$ cat config.mk
export PLATFORM = sky130hd
export DESIGN_NAME = inst_fetch_queue_flat
export DESIGN_NICKNAME = d
export VERILOG_FILES = /design/src/rtl/bnine_ifq_pkg.sv /design/src/rtl/inst_fetch_queue_if.sv /design/src/rtl/ifq_fifo.sv /design/src/rtl/inst_fetch_queue.sv /design/src/flat_wrapper.sv
export SDC_FILE = /design/constraint.sdc
export NUM_CORES = 1
export LEC_CHECK = 0
export ABC_AREA = 0
export CORE_MARGIN = 4
export CORE_UTILIZATION = 45
export CTS_CLUSTER_DIAMETER = 60
export CTS_CLUSTER_SIZE = 24
export DETAILED_ROUTE_END_ITERATION = 8
export PLACE_DENSITY_LB_ADDON = 0.3
export SLEW_MARGIN = 20
export SYNTH_ARGS = -nofsm -noshare
export SYNTH_HDL_FRONTEND = slang
export SYNTH_SLANG_ARGS = --single-unit
$ cat constraint.sdc
create_clock -name clk -period 6.75 [get_ports clk]
set_input_delay 1.35 -clock clk [delete_from_list [all_inputs] [get_ports clk]]
set_output_delay 1.35 -clock clk [all_outputs]
set_load 0.02 [all_outputs]
$ cat src/rtl/bnine_ifq_pkg.sv
// bnine_ifq_pkg
// Shared definitions for the Bnine instruction fetch queue:
//   - FSM state encoding of the fetch controller
//   - layout of one queue entry {pID, address, instruction}
//   - default reset PC and PC increment
package bnine_ifq_pkg;

  // IDLE: nothing outstanding; WAIT: one request outstanding;
  // DROP: one request outstanding whose response must be thrown away.
  typedef enum logic [1:0] {
    ST_IDLE = 2'd0,
    ST_WAIT = 2'd1,
    ST_DROP = 2'd2
  } ifq_state_e;

  localparam logic [31:0] DEFAULT_RESET_PC = 32'h0000_0000;
  localparam int          PC_STEP          = 4;

  // Entry layout, LSB first: instruction, then address, then pipeline ID.
  localparam int ENTRY_INST_LSB = 0;

  function automatic int entry_addr_lsb(input int inst_w);
    return inst_w;
  endfunction

  function automatic int entry_pid_lsb(input int inst_w, input int addr_w);
    return inst_w + addr_w;
  endfunction

  function automatic int entry_width(input int inst_w, input int addr_w, input int pid_w);
    return inst_w + addr_w + pid_w;
  endfunction

endpackage

$ cat src/rtl/inst_fetch_queue_if.sv
// inst_fetch_queue_if
// Bundles the fetch-stage signals: redirect (jumpFlag_i/jumpAddr_i), the
// instruction-memory request/response pair and the decoder-side head port.
// Suffixes are from the fetch queue's point of view.
//   master : used by inst_fetch_queue
//   slave  : used by the environment (memory + decoder + redirect source)
// state_dbg exposes the fetch FSM state for observation.
//
// Handshakes:
//   - request_o is a one-cycle pulse; instAddr_fetch_o is meaningful only
//     while it is high. Memory answers each accepted request with exactly one
//     dataOk_i pulse carrying inst_fetch_i, in the same or any later cycle.
//   - The head entry transfers to the decoder in every cycle where
//     valid_o && ready_i; valid_o never depends on ready_i except through the
//     optional bypass path.
interface inst_fetch_queue_if #(
  parameter int ADDR_WIDTH = 32,
  parameter int INST_WIDTH = 32,
  parameter int DEPTH      = 4,
  parameter int PID_WIDTH  = 2
);
  import bnine_ifq_pkg::*;

  localparam int CNT_W = $clog2(DEPTH) + 1;

  logic                  jumpFlag_i;
  logic [ADDR_WIDTH-1:0] jumpAddr_i;
  logic                  request_o;
  logic [ADDR_WIDTH-1:0] instAddr_fetch_o;
  logic                  dataOk_i;
  logic [INST_WIDTH-1:0] inst_fetch_i;
  logic                  valid_o;
  logic                  ready_i;
  logic [INST_WIDTH-1:0] inst_o;
  logic [ADDR_WIDTH-1:0] instAddr_o;
  logic [PID_WIDTH-1:0]  pID_o;
  logic [CNT_W-1:0]      count_o;
  ifq_state_e            state_dbg;

  modport master (
    input  jumpFlag_i, jumpAddr_i, dataOk_i, inst_fetch_i, ready_i,
    output request_o, instAddr_fetch_o, valid_o, inst_o, instAddr_o, pID_o,
           count_o, state_dbg
  );

  modport slave (
    output jumpFlag_i, jumpAddr_i, dataOk_i, inst_fetch_i, ready_i,
    input  request_o, instAddr_fetch_o, valid_o, inst_o, instAddr_o, pID_o,
           count_o, state_dbg
  );

endinterface

$ cat src/rtl/ifq_fifo.sv
// ifq_fifo
// Synchronous DEPTH-entry FIFO for the fetch queue.
// Ports:
//   clk, rst_n   clock, asynchronous active-low reset (storage cleared too)
//   flush_i      empties the FIFO (pointers and count to 0); wins over wr/rd
//   wr_en_i      write wr_data_i at the tail
//   rd_en_i      pop the head
//   rd_data_o    head entry (storage at the read pointer)
//   count_o      number of stored entries, 0..DEPTH
//   empty_o      count_o == 0
// DEPTH must be a power of two so the pointers wrap naturally.
// The caller guarantees no write when full unless a read happens the same
// cycle, and no read when empty.
module ifq_fifo #(
  parameter int WIDTH = 8,
  parameter int DEPTH = 4
) (
  input  logic                     clk,
  input  logic                     rst_n,
  input  logic                     flush_i,
  input  logic                     wr_en_i,
  input  logic [WIDTH-1:0]         wr_data_i,
  input  logic                     rd_en_i,
  output logic [WIDTH-1:0]         rd_data_o,
  output logic [$clog2(DEPTH):0]   count_o,
  output logic                     empty_o
);

  localparam int PTR_W = $clog2(DEPTH);
  localparam int CNT_W = PTR_W + 1;

  logic [WIDTH-1:0] mem_q [DEPTH];
  logic [PTR_W-1:0] wr_ptr_q;
  logic [PTR_W-1:0] rd_ptr_q;
  logic [CNT_W-1:0] count_q;

  always_ff @(posedge clk or negedge rst_n) begin
    if (!rst_n) begin
      wr_ptr_q <= '0;
      rd_ptr_q <= '0;
      count_q  <= '0;
      for (int i = 0; i < DEPTH; i++) begin
        mem_q[i] <= '0;
      end
    end else if (flush_i) begin
      wr_ptr_q <= '0;
      rd_ptr_q <= '0;
      count_q  <= '0;
    end else begin
      if (wr_en_i) begin
        mem_q[wr_ptr_q] <= wr_data_i;
        wr_ptr_q        <= wr_ptr_q + PTR_W'(1);
      end
      if (rd_en_i) begin
        rd_ptr_q <= rd_ptr_q + PTR_W'(1);
      end
      count_q <= count_q + CNT_W'(wr_en_i) - CNT_W'(rd_en_i);
    end
  end

  assign rd_data_o = mem_q[rd_ptr_q];
  assign count_o   = count_q;
  assign empty_o   = (count_q == '0);

endmodule

$ cat src/rtl/inst_fetch_queue.sv
// inst_fetch_queue
// Bnine fetch stage: PC generation, single-outstanding instruction fetch and
// a DEPTH-entry queue of {pID, address, instruction} towards the decoder.
// Ports:
//   clk       clock, rising edge
//   reset_n   asynchronous active-low reset
//   ifq       inst_fetch_queue_if.master: redirect, memory request/response,
//             decoder head port, count_o, state_dbg
// Optional feature: define IFQ_BYPASS_EN to forward a response straight to
// the decoder in its arrival cycle when the queue is empty and ready_i=1.
module inst_fetch_queue
  import bnine_ifq_pkg::*;
#(
  parameter int                    ADDR_WIDTH = 32,
  parameter int                    INST_WIDTH = 32,
  parameter int                    DEPTH      = 4,
  parameter int                    PID_WIDTH  = 2,
  parameter logic [ADDR_WIDTH-1:0] RESET_PC   = ADDR_WIDTH'(DEFAULT_RESET_PC)
) (
  input logic                clk,
  input logic                reset_n,
  inst_fetch_queue_if.master ifq
);

  localparam int CNT_W    = $clog2(DEPTH) + 1;
  localparam int ENTRY_W  = entry_width(INST_WIDTH, ADDR_WIDTH, PID_WIDTH);
  localparam int ADDR_LSB = entry_addr_lsb(INST_WIDTH);
  localparam int PID_LSB  = entry_pid_lsb(INST_WIDTH, ADDR_WIDTH);

  ifq_state_e            state_q, state_d;
  logic [ADDR_WIDTH-1:0] pc_q, pc_d;
  logic [ADDR_WIDTH-1:0] req_addr_q, req_addr_d;   // address of the outstanding request
  logic [PID_WIDTH-1:0]  pid_q, pid_d;

  logic                  jump;
  logic                  dok;
  logic                  rsp_accept;
  logic                  bypass;
  logic                  enq;
  logic                  deq;
  logic                  space;
  logic                  issue;
  logic                  fifo_empty;
  logic [CNT_W-1:0]      count;
  logic [CNT_W-1:0]      count_next;
  logic [ENTRY_W-1:0]    wr_entry;
  logic [ENTRY_W-1:0]    head_entry;

  assign jump = ifq.jumpFlag_i;
  assign dok  = ifq.dataOk_i;

  // A response is kept only when it answers a live request and no redirect
  // is happening in the same cycle.
  assign rsp_accept = dok && (state_q == ST_WAIT) && !jump;

`ifdef IFQ_BYPASS_EN
  assign bypass = rsp_accept && fifo_empty && ifq.ready_i;
`else
  assign bypass = 1'b0;
`endif

  assign enq = rsp_accept && !bypass;
  // A handshake during a redirect is void; the queue is flushed anyway.
  assign deq = !fifo_empty && ifq.ready_i && !jump;

  assign count_next = count + CNT_W'(enq) - CNT_W'(deq);
  assign space      = (count_next < CNT_W'(DEPTH));

  // reset_n gates the pulse so no request leaves while reset is held.
  assign issue = reset_n && !jump && space &&
                 ((state_q == ST_IDLE) ||
                  (state_q == ST_WAIT && dok) ||
                  (state_q == ST_DROP && dok));

  always_comb begin
    state_d    = state_q;
    pc_d       = pc_q;
    req_addr_d = req_addr_q;
    pid_d      = pid_q;

    if (rsp_accept) begin
      pid_d = pid_q + PID_WIDTH'(1);
    end

    if (jump) begin
      pc_d = ifq.jumpAddr_i;
      // A request still in flight must have its response swallowed.
      state_d = ((state_q != ST_IDLE) && !dok) ? ST_DROP : ST_IDLE;
    end else if (issue) begin
      pc_d       = pc_q + ADDR_WIDTH'(PC_STEP);
      req_addr_d = pc_q;
      state_d    = ST_WAIT;
    end else if (dok && (state_q != ST_IDLE)) begin
      state_d = ST_IDLE;
    end
  end

  always_ff @(posedge clk or negedge reset_n) begin
    if (!reset_n) begin
      state_q    <= ST_IDLE;
      pc_q       <= RESET_PC;
      req_addr_q <= '0;
      pid_q      <= '0;
    end else begin
      state_q    <= state_d;
      pc_q       <= pc_d;
      req_addr_q <= req_addr_d;
      pid_q      <= pid_d;
    end
  end

  assign wr_entry = {pid_q, req_addr_q, ifq.inst_fetch_i};

  ifq_fifo #(
    .WIDTH (ENTRY_W),
    .DEPTH (DEPTH)
  ) u_fifo (
    .clk       (clk),
    .rst_n     (reset_n),
    .flush_i   (jump),
    .wr_en_i   (enq),
    .wr_data_i (wr_entry),
    .rd_en_i   (deq),
    .rd_data_o (head_entry),
    .count_o   (count),
    .empty_o   (fifo_empty)
  );

  assign ifq.request_o        = issue;
  assign ifq.instAddr_fetch_o = pc_q;
  assign ifq.valid_o          = !jump && (!fifo_empty || bypass);
  assign ifq.inst_o           = bypass ? ifq.inst_fetch_i
                                       : head_entry[ENTRY_INST_LSB +: INST_WIDTH];
  assign ifq.instAddr_o       = bypass ? req_addr_q
                                       : head_entry[ADDR_LSB +: ADDR_WIDTH];
  assign ifq.pID_o            = bypass ? pid_q
                                       : head_entry[PID_LSB +: PID_WIDTH];
  assign ifq.count_o          = count;
  assign ifq.state_dbg        = state_q;

endmodule

$ cat src/flat_wrapper.sv
// flat-port wrapper written by rule: the top's interface ports become plain ports
module inst_fetch_queue_flat import bnine_ifq_pkg::*;
#(
  parameter int                    ADDR_WIDTH = 32,
  parameter int                    INST_WIDTH = 32,
  parameter int                    DEPTH      = 4,
  parameter int                    PID_WIDTH  = 2,
  parameter logic [ADDR_WIDTH-1:0] RESET_PC   = ADDR_WIDTH'(DEFAULT_RESET_PC)
)
  (clk, reset_n, ifq_jumpFlag_i, ifq_jumpAddr_i, ifq_dataOk_i, ifq_inst_fetch_i, ifq_ready_i, ifq_request_o, ifq_instAddr_fetch_o, ifq_valid_o, ifq_inst_o, ifq_instAddr_o, ifq_pID_o, ifq_count_o, ifq_state_dbg);
  inst_fetch_queue_if #(.ADDR_WIDTH(ADDR_WIDTH), .INST_WIDTH(INST_WIDTH), .DEPTH(DEPTH), .PID_WIDTH(PID_WIDTH)) ifq_i ();
  input logic clk;
  input logic reset_n;
  input wire logic [$bits(ifq_i.jumpFlag_i)-1:0] ifq_jumpFlag_i;
  input wire logic [$bits(ifq_i.jumpAddr_i)-1:0] ifq_jumpAddr_i;
  input wire logic [$bits(ifq_i.dataOk_i)-1:0] ifq_dataOk_i;
  input wire logic [$bits(ifq_i.inst_fetch_i)-1:0] ifq_inst_fetch_i;
  input wire logic [$bits(ifq_i.ready_i)-1:0] ifq_ready_i;
  output wire logic [$bits(ifq_i.request_o)-1:0] ifq_request_o;
  output wire logic [$bits(ifq_i.instAddr_fetch_o)-1:0] ifq_instAddr_fetch_o;
  output wire logic [$bits(ifq_i.valid_o)-1:0] ifq_valid_o;
  output wire logic [$bits(ifq_i.inst_o)-1:0] ifq_inst_o;
  output wire logic [$bits(ifq_i.instAddr_o)-1:0] ifq_instAddr_o;
  output wire logic [$bits(ifq_i.pID_o)-1:0] ifq_pID_o;
  output wire logic [$bits(ifq_i.count_o)-1:0] ifq_count_o;
  output wire logic [$bits(ifq_i.state_dbg)-1:0] ifq_state_dbg;
  assign ifq_i.jumpFlag_i = ifq_jumpFlag_i;
  assign ifq_i.jumpAddr_i = ifq_jumpAddr_i;
  assign ifq_i.dataOk_i = ifq_dataOk_i;
  assign ifq_i.inst_fetch_i = ifq_inst_fetch_i;
  assign ifq_i.ready_i = ifq_ready_i;
  assign ifq_request_o = ifq_i.request_o;
  assign ifq_instAddr_fetch_o = ifq_i.instAddr_fetch_o;
  assign ifq_valid_o = ifq_i.valid_o;
  assign ifq_inst_o = ifq_i.inst_o;
  assign ifq_instAddr_o = ifq_i.instAddr_o;
  assign ifq_pID_o = ifq_i.pID_o;
  assign ifq_count_o = ifq_i.count_o;
  assign ifq_state_dbg = ifq_i.state_dbg;
  inst_fetch_queue #(.ADDR_WIDTH(ADDR_WIDTH), .INST_WIDTH(INST_WIDTH), .DEPTH(DEPTH), .PID_WIDTH(PID_WIDTH), .RESET_PC(RESET_PC)) u_core (.clk(clk), .reset_n(reset_n), .ifq(ifq_i));
endmodule
---- After elaboration in Yosys (flattened, before gate mapping) ----
Cells that the tools add are included.
word-level totals
  word-level logic and storage cells ...... 69
  input bits .............................. 69
  bits in registers ....................... 339
  output and inout bits ................... 105
operators by class
  mux-type cells .......................... 17
  $lt $le $gt $ge ......................... 4
  bitwise gates (word level) .............. 3
  reductions and logical operators ........ 26
  add/subtract/negate cells ............... 6
  equality and inequality tests ........... 2
operators by type and width
  cell                                                                    number
  264-bit bitwise mux                                                     1
  66-bit two-way mux                                                      3
  66-bit binary-select mux with 2-bit select                              1
  66-bit demux with 2-bit select                                          1
  32-bit two-way mux                                                      2
  32-bit by 3-bit adder with 32-bit output (second input constant)        1
  2-bit two-way mux                                                       8
  1-bit logical AND                                                       12
  2-bit nonzero test                                                      4
  2-bit by 1-bit adder with 2-bit output (second input constant)          3
  3-bit >= comparator (second input constant)                             2
  2-bit NOT with 3-bit output                                             2
  2-bit AND reduction                                                     2
  3-bit by 1-bit adder with 3-bit output                                  1
  1-bit logical NOT                                                       3
  3-bit logical NOT                                                       1
  3-bit by 1-bit < comparator with 1-bit output (second input constant)   1
  3-bit < comparator (second input constant)                              1
  3-bit two-way mux                                                       1
  3-bit nonzero test                                                      1
  3-bit by 1-bit subtractor with 3-bit output                             1
  2-bit by 1-bit equality test with 1-bit output (second input constant)  1
  2-bit equality test (second input constant)                             1
  2-bit logical NOT                                                       1
  other kinds (2)                                                         3

---- Logic depth before layout (Yosys ltp) ----
  depth in word-level cells ............... 10
  depth in mapped cells ................... 16
  gate-level depth less buffers ........... 14

---- By module ----
From an unflattened synthesis, not the netlist that was laid out.
second synthesis, totals
  cells, all modules ...................... 982
  area, all modules ....................... 15987.8 um2
modules (own cells, without submodules)
  module            area an instance (um2)  instances  cells each  sequential area each (um2)
  ifq_fifo          12369.4                 1          677         6781.5
  inst_fetch_queue  3618.5                  1          305         1701.6

---- Worst setup path after synthesis ----
No wires, ideal clock.
  path type ............................... input -> output
  start ................................... input port ifq_jumpFlag_i
  end ..................................... output port ifq_request_o
  data required time ...................... 5.400 ns
  stages on the path ...................... 14
  path buffers ............................ 4
  data arrival time ....................... 3.740 ns
  slack ................................... 1.660 ns
  cell sequence ........................... buf_2 -> clkbuf_1 -> nor2_1 -> ha_1 -> inv_1 -> ha_1 -> inv_1 -> fa_1 -> xnor3_1 -> and3_1 -> buf_4 -> nand2_4 -> inv_2 -> buf_2
on the way
  longest elaborated chain between the ends .. 7
  elaborated cells on any way between the ends .. 9
  those cells by class .................... add/sub (2); order compare (1); reduce/logical (6)
RTL lines
  what                                         line                                                                    text
  start, declared                              flat_wrapper.sv:14                                                      input wire logic [$bits(ifq_i.jumpFlag_i)-1:0] ifq_jumpFlag_i;
  1-bit logical NOT (*)                        inst_fetch_queue.sv:54, inst_fetch_queue.sv:64, inst_fetch_queue.sv:70
  1-bit logical AND                            inst_fetch_queue.sv:54                                                  assign rsp_accept = dok && (state_q == ST_WAIT) && !jump;
  3-bit by 1-bit adder with 3-bit output       inst_fetch_queue.sv:66                                                  assign count_next = count + CNT_W'(enq) - CNT_W'(deq);
  3-bit by 1-bit subtractor with 3-bit output  inst_fetch_queue.sv:66
  3-bit < comparator                           inst_fetch_queue.sv:67                                                  assign space = (count_next < CNT_W'(DEPTH));
  1-bit logical AND (*) (2 in series)          inst_fetch_queue.sv:70                                                  assign issue = reset_n && !jump && space &&
  end, declared                                flat_wrapper.sv:19                                                      output wire logic [$bits(ifq_i.request_o)-1:0] ifq_request_o;
Mark *: on every way between the ends. The rest lies on a longest branch, timed or not.

---- Final worst setup path ----
  start ................................... input port ifq_dataOk_i
  end ..................................... output port ifq_request_o
on the way
  longest elaborated chain between the ends .. 7
  elaborated cells on any way between the ends .. 10
  those cells by class .................... add/sub (2); order compare (1); reduce/logical (7)
RTL lines
  what                                         line                                            text
  start, declared                              flat_wrapper.sv:16                              input wire logic [$bits(ifq_i.dataOk_i)-1:0] ifq_dataOk_i;
  1-bit logical AND                            inst_fetch_queue.sv:54, inst_fetch_queue.sv:72
  1-bit logical AND                            inst_fetch_queue.sv:54
  3-bit by 1-bit adder with 3-bit output       inst_fetch_queue.sv:66
  3-bit by 1-bit subtractor with 3-bit output  inst_fetch_queue.sv:66
  3-bit < comparator                           inst_fetch_queue.sv:67
  1-bit logical AND                            inst_fetch_queue.sv:70
  1-bit logical AND (*)                        inst_fetch_queue.sv:70
Marks and branches as above.

==> metrics.cfg <==
[power]
power.density_nw_per_um2=398
p_leak_nw=8.37
ir_drop_mv=0.252

[route]
vias=9111
routed_wl_um=32700
wl_per_cell_um=19.7
ant_nets=0
viasPerCell=5.50
drt_iter0_markers=406
drc=0
firstDrtPassIters=5

[sta]
slew_headroom_pct=26.9
period_share_pct=87.8
slew_viol_final=0
worst_slew_pin_slew_ns=1.10
max_freq_mhz=169
setup_viol=0
setup-tns-final_ns=0
rsz0062_at_grt=false
final.setup_skew_ns=0.0128
hold_violations=0
fin_crit_ns=5.92

[setup_path]
cp_num_buf_inv=6
path_common_cell=inv_1
r2r-end=u_core.ifq.instAddr_fetch_o[22]
slowest_stage=clkdlybuf4s50_1
cp.arrival_ns=4.57
cp_max_fo=7
path_cells=clkdlybuf4s50_1, nand3b_1, nor2_2, inv_1, ha_1, inv_1, ha_1, inv_1, fa_1, xnor3_1, and3_1, nand2_4, inv_2, clkdlybuf4s50_1
worstPathRequired_ns=5.40
rr_startpoint=u_core.u_fifo.count_o[1]
crit_path_start_kind=primary input
cp_top_family=buffers and inverters
r2r_setup_slack_ns=3.05
worstSetupPathType=in -> out
end_kind=output port
cpPeakStageDelay_ns=0.60
rr_worst_depth=14

[synth]
synth_edf_count=0
synth-simple-area-share_pct=5.84
synthCells=1032
synth_compound_area_share_pct=3.68
synth_fp_nets=1109
synthAdderAreaFrac_pct=0.720
synth_ff_type=dfrtp_1
seq_area_frac_synth_pct=56.8
synth_warnings=0
yosysTopAreaCell=dfrtp_1
synth-seq-cells=339
yosys-mux-area-fraction_pct=30.1
synth.top_cells.by_area=dfrtp_1, mux2_2, mux4_2
ys_types=54
synth.avg_cell_area_um2=14.5
netlist_area_um2=14900
async_flop_share_pct=100
synth_top_area_share_pct=56.8
synth_top_family_by_area=multiplexers
synth_xor_area_share_pct=0.502

[hold_path]
worst_hold_path_type=reg -> reg
hp-start=u_core.u_fifo.mem_q[73]
whs_endpoint=u_core.u_fifo.mem_q[73]
hold_path_depth=1

[flow_run]
cap_violations=0

[placed_design]
port_buffers=173
gp_congestion=0.814
place_hpwl_um=20400
dp.cells=1602

[floorplan]
start_util_pct=45.8
die_h_um=190
fp.dieArea_um2=36200
core_um2=32600
io_pins=174
row_count=66
dieWidth_um=190

[global_routing]
track_usage_pct=18.5
first_global_vias=9935
antenna_found_initial=1
grt_start_max_net_pins=95
gr-total-overflow=0
grt_pass1_wl_um=54200

[layout]
layout_commonest_cell=dfrtp_1
antenna_cells=0
syn_to_final_growth_pct=21.9
nets=1269
stdcell_count=1658
drive_above_1_share_pct=34.9
final_cell_mix=dfrtp_1, mux2_2, clkdlybuf4s50_1

[clocking]
cts_root_buf=clkbuf_16
cts_hold_buf=0
cts_tree=built
cts_made_buffers=30
cts_resized=0
cts_setup_buffers=0
clk_latency_ns=0.55
clk_pin_slew_ns=0.07
cts_max_path_buffers=3
clock-sinks=339
htreeDepth=1

[run_status]
status=finished, final reports clean

power by group:
group,leakage (nW),switching [W],internal (W),total (W)
registers,4.51,0.000427,0.00252,0.00295
logic,3.34,0.00111,0.00132,0.00242
clock network,0.530,0.000810,0.00106,0.00187
total,8.37,0.00234,0.00490,0.00724
kinds of logic (layout without fill, tap and decap cells):
logic type                 count (synthesis)  in the layout
xor gates and xnor gates                   7              7
adders and majority gates                  8              8
and+or+nand+nor                          184            184
DFF                                      339            339
AOI/OAI and AO/OA                         80             80
buffers and inverters                     81            265
muxes                                    333            333
per-stage QoR:
step / setup slack [ns] / hold slack, ns / power [W] / cell area [um^2] / utilization [%]
after floorplan: 1.66 / 0.474 / 0.00438 / 14900 / -
final: 0.825 / 0.502 / 0.00724 / 18200 / 55.8
after detailed placement: 0.835 / 0.487 / 0.00544 / 17100 / 52.4
after global routing: 0.601 / 0.508 / 0.00765 / 18200 / 55.8
after CTS: 0.820 / 0.504 / 0.00734 / 18200 / 55.8
after global placement: 0.832 / 0.481 / 0.00539 / 17100 / 52.4
worst register-to-register path: cells and delay by family (launching register included):
| kind | cells | cell delay [ns] |
|---|---|---|
| AND/OR/NAND/NOR | 7 | 1.69 |
| XOR/XNOR | 1 | 0.25 |
| buffers and inverters | 3 | 0.44 |
| adder cells (fa/ha/maj) | 3 | 0.76 |
| flip-flops | 1 | 0.47 |
state kept, by name (all words and copies together) (netlist names):
register                     count
u_core.req_addr_q               32
u_core.u_fifo.count_o            3
u_core.u_fifo.wr_ptr_q           2
u_core.u_fifo.rd_ptr_q           2
u_core.u_fifo.mem_q            264
u_core.ifq.state_dbg             2
u_core.pid_q                     2
u_core.ifq.instAddr_fetch_o     32
worst max-delay path by stage:
stage,startpoint,end,slack [ns],cells past startpoint
after floorplan,ifq_jumpFlag_i,ifq_request_o,1.66,14
after CTS,ifq_dataOk_i,ifq_request_o,0.82,14
after detailed placement,ifq_dataOk_i,ifq_request_o,0.83,14
final,ifq_dataOk_i,ifq_request_o,0.83,14
after global placement,ifq_dataOk_i,ifq_request_o,0.83,14
after global routing,ifq_dataOk_i,ifq_request_o,0.60,14
per-layer routing:
| metal | up-vias | wire length [um] | track usage, % | part of all wire, % |
|---|---|---|---|---|
| met3 | 32 | 1700 | 3.20 | 5.2 |
| met2 | 231 | 15600 | 30.1 | 48 |
| met4 | 2 | 342 | 3.12 | 1.0 |
| met1 | 4736 | 15000 | 26.8 | 46 |
| met5 | - | 10 | 0 | 0.031 |
| li1 | 4110 | - | - | - |
synth_stat cells (11+ instances only):
cell	instances
mux4_2	66
clkbuf_1	18
mux2_2	266
buf_2	34
inv_1	20
nand3_1	16
a21oi_1	12
nor3_1	11
dfrtp_1	339
o211ai_1	11
o21ai_0	19
nand2_1	104
nor2_1	13
cell type report:
type	count	area, um^2
clock inverter	21	285
fill	2634	14400
clock buffer	35	831
multi-input combinational	612	6130
tap	442	553
sequential	339	8490
inverter	21	78.8
timing repair buffer	188	1850
(Power assumes the default switching activity.)
